**src/rtl/demux_4x1_if.sv**
```systemverilog
// -----------------------------------------------------------------------------
// demux_4x1_if
// Bundles the data, select, control and status signals of the registered
// 1-to-4 demultiplexer.
//   master modport (source / controller side):
//     drives  din, s0, s1, en, cnt_clr
//     reads   y0..y3, sel_q, hit0..hit3
//   slave modport (demux side): the reverse direction of every signal.
// Parameters:
//   DATA_W : width of din and of each routed output y0..y3
//   CNT_W  : width of each per-channel hit counter
// -----------------------------------------------------------------------------
interface demux_4x1_if #(
    parameter int DATA_W = 1,
    parameter int CNT_W  = 8
);
    logic [DATA_W-1:0] din;
    logic              s0;
    logic              s1;
    logic              en;
    logic              cnt_clr;

    logic [DATA_W-1:0] y0;
    logic [DATA_W-1:0] y1;
    logic [DATA_W-1:0] y2;
    logic [DATA_W-1:0] y3;
    logic [1:0]        sel_q;
    logic [CNT_W-1:0]  hit0;
    logic [CNT_W-1:0]  hit1;
    logic [CNT_W-1:0]  hit2;
    logic [CNT_W-1:0]  hit3;

    modport master (
        output din, s0, s1, en, cnt_clr,
        input  y0, y1, y2, y3, sel_q, hit0, hit1, hit2, hit3
    );

    modport slave (
        input  din, s0, s1, en, cnt_clr,
        output y0, y1, y2, y3, sel_q, hit0, hit1, hit2, hit3
    );
endinterface

```
**src/rtl/demux_4x1.sv**
```systemverilog
// -----------------------------------------------------------------------------
// demux_4x1
// Registered 1-to-4 demultiplexer with per-channel saturating hit counters.
// Each rising clk, din is loaded into the output selected by {s1,s0} when en
// is high; every other output loads zero. sel_q always loads {s1,s0}.
// A channel's hit counter increments when that channel is routed a nonzero
// value; cnt_clr clears all counters and wins over an increment.
// Ports:
//   clk   : rising-edge clock
//   rst_n : asynchronous active-low reset (clears outputs, sel_q, counters)
//   bus   : demux_4x1_if.slave
//             in : din, s0, s1, en, cnt_clr
//             out: y0..y3, sel_q, hit0..hit3
// All outputs come straight from flops: 1-cycle latency, no comb path.
// -----------------------------------------------------------------------------
module demux_4x1 #(
    parameter int DATA_W = 1,
    parameter int CNT_W  = 8
) (
    input  logic          clk,
    input  logic          rst_n,
    demux_4x1_if.slave    bus
);

    localparam logic [CNT_W-1:0] HIT_MAX = '1;

    logic [1:0] sel;
    logic [1:0] sel_reg;

    assign sel = {bus.s1, bus.s0};

    always_ff @(posedge clk or negedge rst_n) begin
        if (!rst_n) begin
            sel_reg <= 2'b00;
        end else begin
            sel_reg <= sel;
        end
    end

    // One routing register and one hit counter per channel. Each channel
    // decodes its own select match, so at most one output can be nonzero.
    genvar gi;
    generate
        for (gi = 0; gi < 4; gi++) begin : gen_ch
            logic              route;
            logic              hit_inc;
            logic [DATA_W-1:0] y_reg;
            logic [CNT_W-1:0]  hit_reg;

            assign route   = bus.en && (sel == 2'(gi));
            // A zero data word counts as "nothing delivered"; also stop at
            // full scale so the counter never wraps.
            assign hit_inc = route && (bus.din != '0) && (hit_reg != HIT_MAX);

            always_ff @(posedge clk or negedge rst_n) begin
                if (!rst_n) begin
                    y_reg   <= '0;
                    hit_reg <= '0;
                end else begin
                    y_reg <= route ? bus.din : '0;
                    if (bus.cnt_clr) begin
                        hit_reg <= '0;
                    end else if (hit_inc) begin
                        hit_reg <= hit_reg + 1'b1;
                    end
                end
            end
        end
    endgenerate

    assign bus.y0    = gen_ch[0].y_reg;
    assign bus.y1    = gen_ch[1].y_reg;
    assign bus.y2    = gen_ch[2].y_reg;
    assign bus.y3    = gen_ch[3].y_reg;
    assign bus.hit0  = gen_ch[0].hit_reg;
    assign bus.hit1  = gen_ch[1].hit_reg;
    assign bus.hit2  = gen_ch[2].hit_reg;
    assign bus.hit3  = gen_ch[3].hit_reg;
    assign bus.sel_q = sel_reg;

endmodule

```
**src/flat_wrapper.sv**
```systemverilog
// flat-port wrapper written by rule: the top's interface ports become plain ports
module demux_4x1_flat 
#(
    parameter int DATA_W = 1,
    parameter int CNT_W  = 8
)
  (clk, rst_n, bus_din, bus_s0, bus_s1, bus_en, bus_cnt_clr, bus_y0, bus_y1, bus_y2, bus_y3, bus_sel_q, bus_hit0, bus_hit1, bus_hit2, bus_hit3);
  demux_4x1_if #(.DATA_W(DATA_W), .CNT_W(CNT_W)) bus_i ();
  input  logic clk;
  input  logic rst_n;
  input wire logic [$bits(bus_i.din)-1:0] bus_din;
  input wire logic [$bits(bus_i.s0)-1:0] bus_s0;
  input wire logic [$bits(bus_i.s1)-1:0] bus_s1;
  input wire logic [$bits(bus_i.en)-1:0] bus_en;
  input wire logic [$bits(bus_i.cnt_clr)-1:0] bus_cnt_clr;
  output wire logic [$bits(bus_i.y0)-1:0] bus_y0;
  output wire logic [$bits(bus_i.y1)-1:0] bus_y1;
  output wire logic [$bits(bus_i.y2)-1:0] bus_y2;
  output wire logic [$bits(bus_i.y3)-1:0] bus_y3;
  output wire logic [$bits(bus_i.sel_q)-1:0] bus_sel_q;
  output wire logic [$bits(bus_i.hit0)-1:0] bus_hit0;
  output wire logic [$bits(bus_i.hit1)-1:0] bus_hit1;
  output wire logic [$bits(bus_i.hit2)-1:0] bus_hit2;
  output wire logic [$bits(bus_i.hit3)-1:0] bus_hit3;
  assign bus_i.din = bus_din;
  assign bus_i.s0 = bus_s0;
  assign bus_i.s1 = bus_s1;
  assign bus_i.en = bus_en;
  assign bus_i.cnt_clr = bus_cnt_clr;
  assign bus_y0 = bus_i.y0;
  assign bus_y1 = bus_i.y1;
  assign bus_y2 = bus_i.y2;
  assign bus_y3 = bus_i.y3;
  assign bus_sel_q = bus_i.sel_q;
  assign bus_hit0 = bus_i.hit0;
  assign bus_hit1 = bus_i.hit1;
  assign bus_hit2 = bus_i.hit2;
  assign bus_hit3 = bus_i.hit3;
  demux_4x1 #(.DATA_W(DATA_W), .CNT_W(CNT_W)) u_core (.clk(clk), .rst_n(rst_n), .bus(bus_i));
endmodule
```
**config.mk**
```make
export PLATFORM = sky130hd
export DESIGN_NAME = demux_4x1_flat
export DESIGN_NICKNAME = d
export VERILOG_FILES = /design/src/rtl/demux_4x1_if.sv /design/src/rtl/demux_4x1.sv /design/src/flat_wrapper.sv
export SDC_FILE = /design/constraint.sdc
export NUM_CORES = 1
export LEC_CHECK = 0
export ABC_AREA = 1
export BUFFER_PORTS_ARGS = -buffer_cell sky130_fd_sc_hd__buf_2
export CORE_MARGIN = 2
export CORE_UTILIZATION = 30
export DETAILED_ROUTE_END_ITERATION = 8
export SLEW_MARGIN = 20
export SYNTH_ARGS = -nofsm -noshare
export SYNTH_HDL_FRONTEND = slang
export SYNTH_SLANG_ARGS = --single-unit
export TNS_END_PERCENT = 100
```
**constraint.sdc**
```tcl
create_clock -name clk -period 3.26 [get_ports clk]
set_input_delay 0.652 -clock clk [delete_from_list [all_inputs] [get_ports clk]]
set_output_delay 0.652 -clock clk [all_outputs]
set_load 0.02 [all_outputs]
```
==> qor.csv <==
metric,value,unit
status,"finished, final reports clean",
Post-synth top cells,"nand2_1, dfrtp_1, nand3_1, nor2_1, inv_1",
VDD IR-drop max,0.000152,V
Max Clk Rate,0.624,GHz
Worst-Skew Late Latency,0.29,ns
CP Capture Type,primary output,
clk sink count,38,
final slew viol count,0,
CTS clock-pin slew for the worst setup and hold paths,0.08,ns
Top delay family on crit path,flip-flops,
Netlist cell types,26,
total die area,7920,um2
GRT Total Usage,0.132,
Slew headroom,0.440,
Critical R2R Launch,u_core.bus.hit2[0]$_DFFE_PN0P_,
share of the yosys chip area belonging to registers,0.439,
CTS buffer count,5,
PD cells,353,nW/um2
ys async rst share,1.00,
"Slowest-stage cell, CP",dfrtp_1,
Yosys top cell area share,0.439,
Post-DRT Antenna Nets,0,
Bufs on Longest Clock Path,2,
synthesized cell area,2170,um2
static leakage,0.00147,uW
post_cts resized,0,
Via-to-Cell Ratio,4.40,
Crit path buffers/inverters,1,
largest net degree at the start of global routing,39,
Worst EP arrival,0.95,ns
endpoints failing hold,0,
end-of-flow core utilization,0.376,
number of antenna repair diodes,0,
# DRC,0,
GR Overflow Total,0,
Worst Setup SP,u_core.bus.hit3[3]$_DFFE_PN0P_,
final-stage net count,338,
First DRT Iteration DRCs,82,
Post CTS Setup Buffer Count,0,
setup violators final,0,
Post-synth top flop,dfrtp_1,
# IOs,45,
FP Rows,30,
share of layout cells above drive strength 1,0.238,
Worst R2R Path Depth,8,
reg-to-reg setup timing slack,1.81,ns
fin crit period,1.60,ns
Slew @ Worst Pin,0.840,ns
vias in the first global route,1765,
I/O Buffers,44,
starting density of the core,0.314,
initial antenna violation count,0,
CTS tree,yes,
Post-synth EDFFs,0,
Core ar.,6910,um2
drt first pass iters,4,
DIE WIDTH,89.0,um
number of synthesis warnings,0,
max_cap viols,0,
Synth Register Bits,38,
Routed WL,4820,um
post-synthesis net count,291,
Fin Setup TNS,0,ns
first-pass GRT wire length,8180,um
average cell area after synthesis,7.74,um2
Hold WC Path Type,in2async,
Register Area,951,um2
Critical Path Max Stage Delay,0.45,ns
unrepaired setup endpoints after global routing,false,
Fillers,748,
most common cell in the netlist,nand2_1,
"Req. time, crit path",2.61,ns
CP endpoint,bus_hit3[3],
synth top area cells,"dfrtp_1, nand2_1, nand3_1",
Multi-input gate area,1080,um2
Setup Crit Path Kind,reg2out,
hold_buf cts,0,
post-DP HPWL,3580,um
die height,89.0,um
final weighted congestion in routability-driven placement,0.854,
clk_skew,0.00341,ns
WP depth,1,
Layout area overhead,19.8,%
vias,1866,
post-synth top area cell,dfrtp_1,
CTS root buf,clkbuf_8,
chain of cells forming the critical path,buf_2,
RR Endpoint,u_core.bus.hit2[4]$_DFFE_PN0P_,
Post-Syn Instances,280,
H-tree depth,2,
post-DR wirelength/cell,11.4,um
critical path launch point type,register,
Tcrit/Tclk final,0.492,
worst-path fanout max,6,
[metrics by stage]
step	hold WS (ns)	std cells	power (uW)	worst slack (ns)	instance area, um2
CTS	0.502	424	937	1.64	2600
detailed placement	0.517	416	550	1.46	2490
global placement	0.511	416	549	1.50	2490
global route	0.523	424	960	1.60	2600
floorplan	0.356	280	525	1.84	2170
finish	0.466	424	918	1.66	2600
[placed cells by master (no fill, tap or decap)]
master	instances
o2111ai_1	2
a21oi_4	2
nor2_8	2
mux2i_1	1
o21ai_1	1
nand4_1	3
ha_1	4
nor2_2	5
clkinv_1	2
inv_2	4
o21bai_1	4
inv_1	25
a21oi_1	4
xor2_1	6
clkbuf_8	8
nand2_4	2
a31oi_1	2
dfrtp_1	38
nand2_1	94
nand2_2	6
nor2_4	5
nand3_1	36
nor2_1	27
nand3b_1	1
buf_2	44
[report_power, final]
group / internal (uW) / switching, uW
registers: 475 / 2.90
clock network: 214 / 165
logic: 14.8 / 45.5
[kinds of logic after synthesis]
family / Yosys count / synth area share
AO/OA/AOI/OAI: 15 / 0.0543
XOR/XNOR: 6 / 0.0242
adder cells (fa/ha/maj): 4 / 0.0231
buffers and inverters: 35 / 0.0635
flip-flops: 38 / 0.439
multiplexers: 1 / 0.00462
AND/OR/NAND/NOR: 181 / 0.391
[worst min-delay path by stage]
stage                                     end  depth (start not counted)  slack (ns)
2_1_floorplan  u_core.bus.hit0[0]$_DFFE_PN0P_                          0        0.36
6_report              u_core.bus.y1$_DFF_PN0_                          1        0.47
5_1_grt         u_core.bus.sel_q[0]$_DFF_PN0_                          1        0.52
4_1_cts        u_core.bus.hit2[2]$_DFFE_PN0P_                          1        0.50
3_3_place_gp   u_core.bus.hit3[6]$_DFFE_PN0P_                          2        0.51
3_5_place_dp   u_core.bus.hit0[6]$_DFFE_PN0P_                          2        0.52
[layout make-up]
cell class | instances | share of cell area
inverters | 31 | 0.0448
multi-input cells | 207 | 0.415
repair buffers | 44 | 0.0848
well taps | 96 | 0.0463
clock buffers | 8 | 0.0424
flip-flops and latches | 38 | 0.366
[metal layers]
metal | global-route usage | vias up | share of wire
met2 | 0.212 | 33 | 0.46
met4 | 0.0434 | 0 | 0.017
met5 | 0 | - | 0
li1 | - | 986 | -
met1 | 0.175 | 838 | 0.48
met3 | 0.0332 | 9 | 0.040
[sequential cells by signal, indices dropped and copies added, names as in the netlist]
signal / flops
u_core.bus.y1: 1
u_core.bus.sel_q: 2
u_core.bus.y3: 1
u_core.bus.hit0: 8
u_core.bus.y0: 1
u_core.bus.hit1: 8
u_core.bus.y2: 1
u_core.bus.hit3: 8
u_core.bus.hit2: 8
No activity file was read; power rests on OpenSTA's default activity.
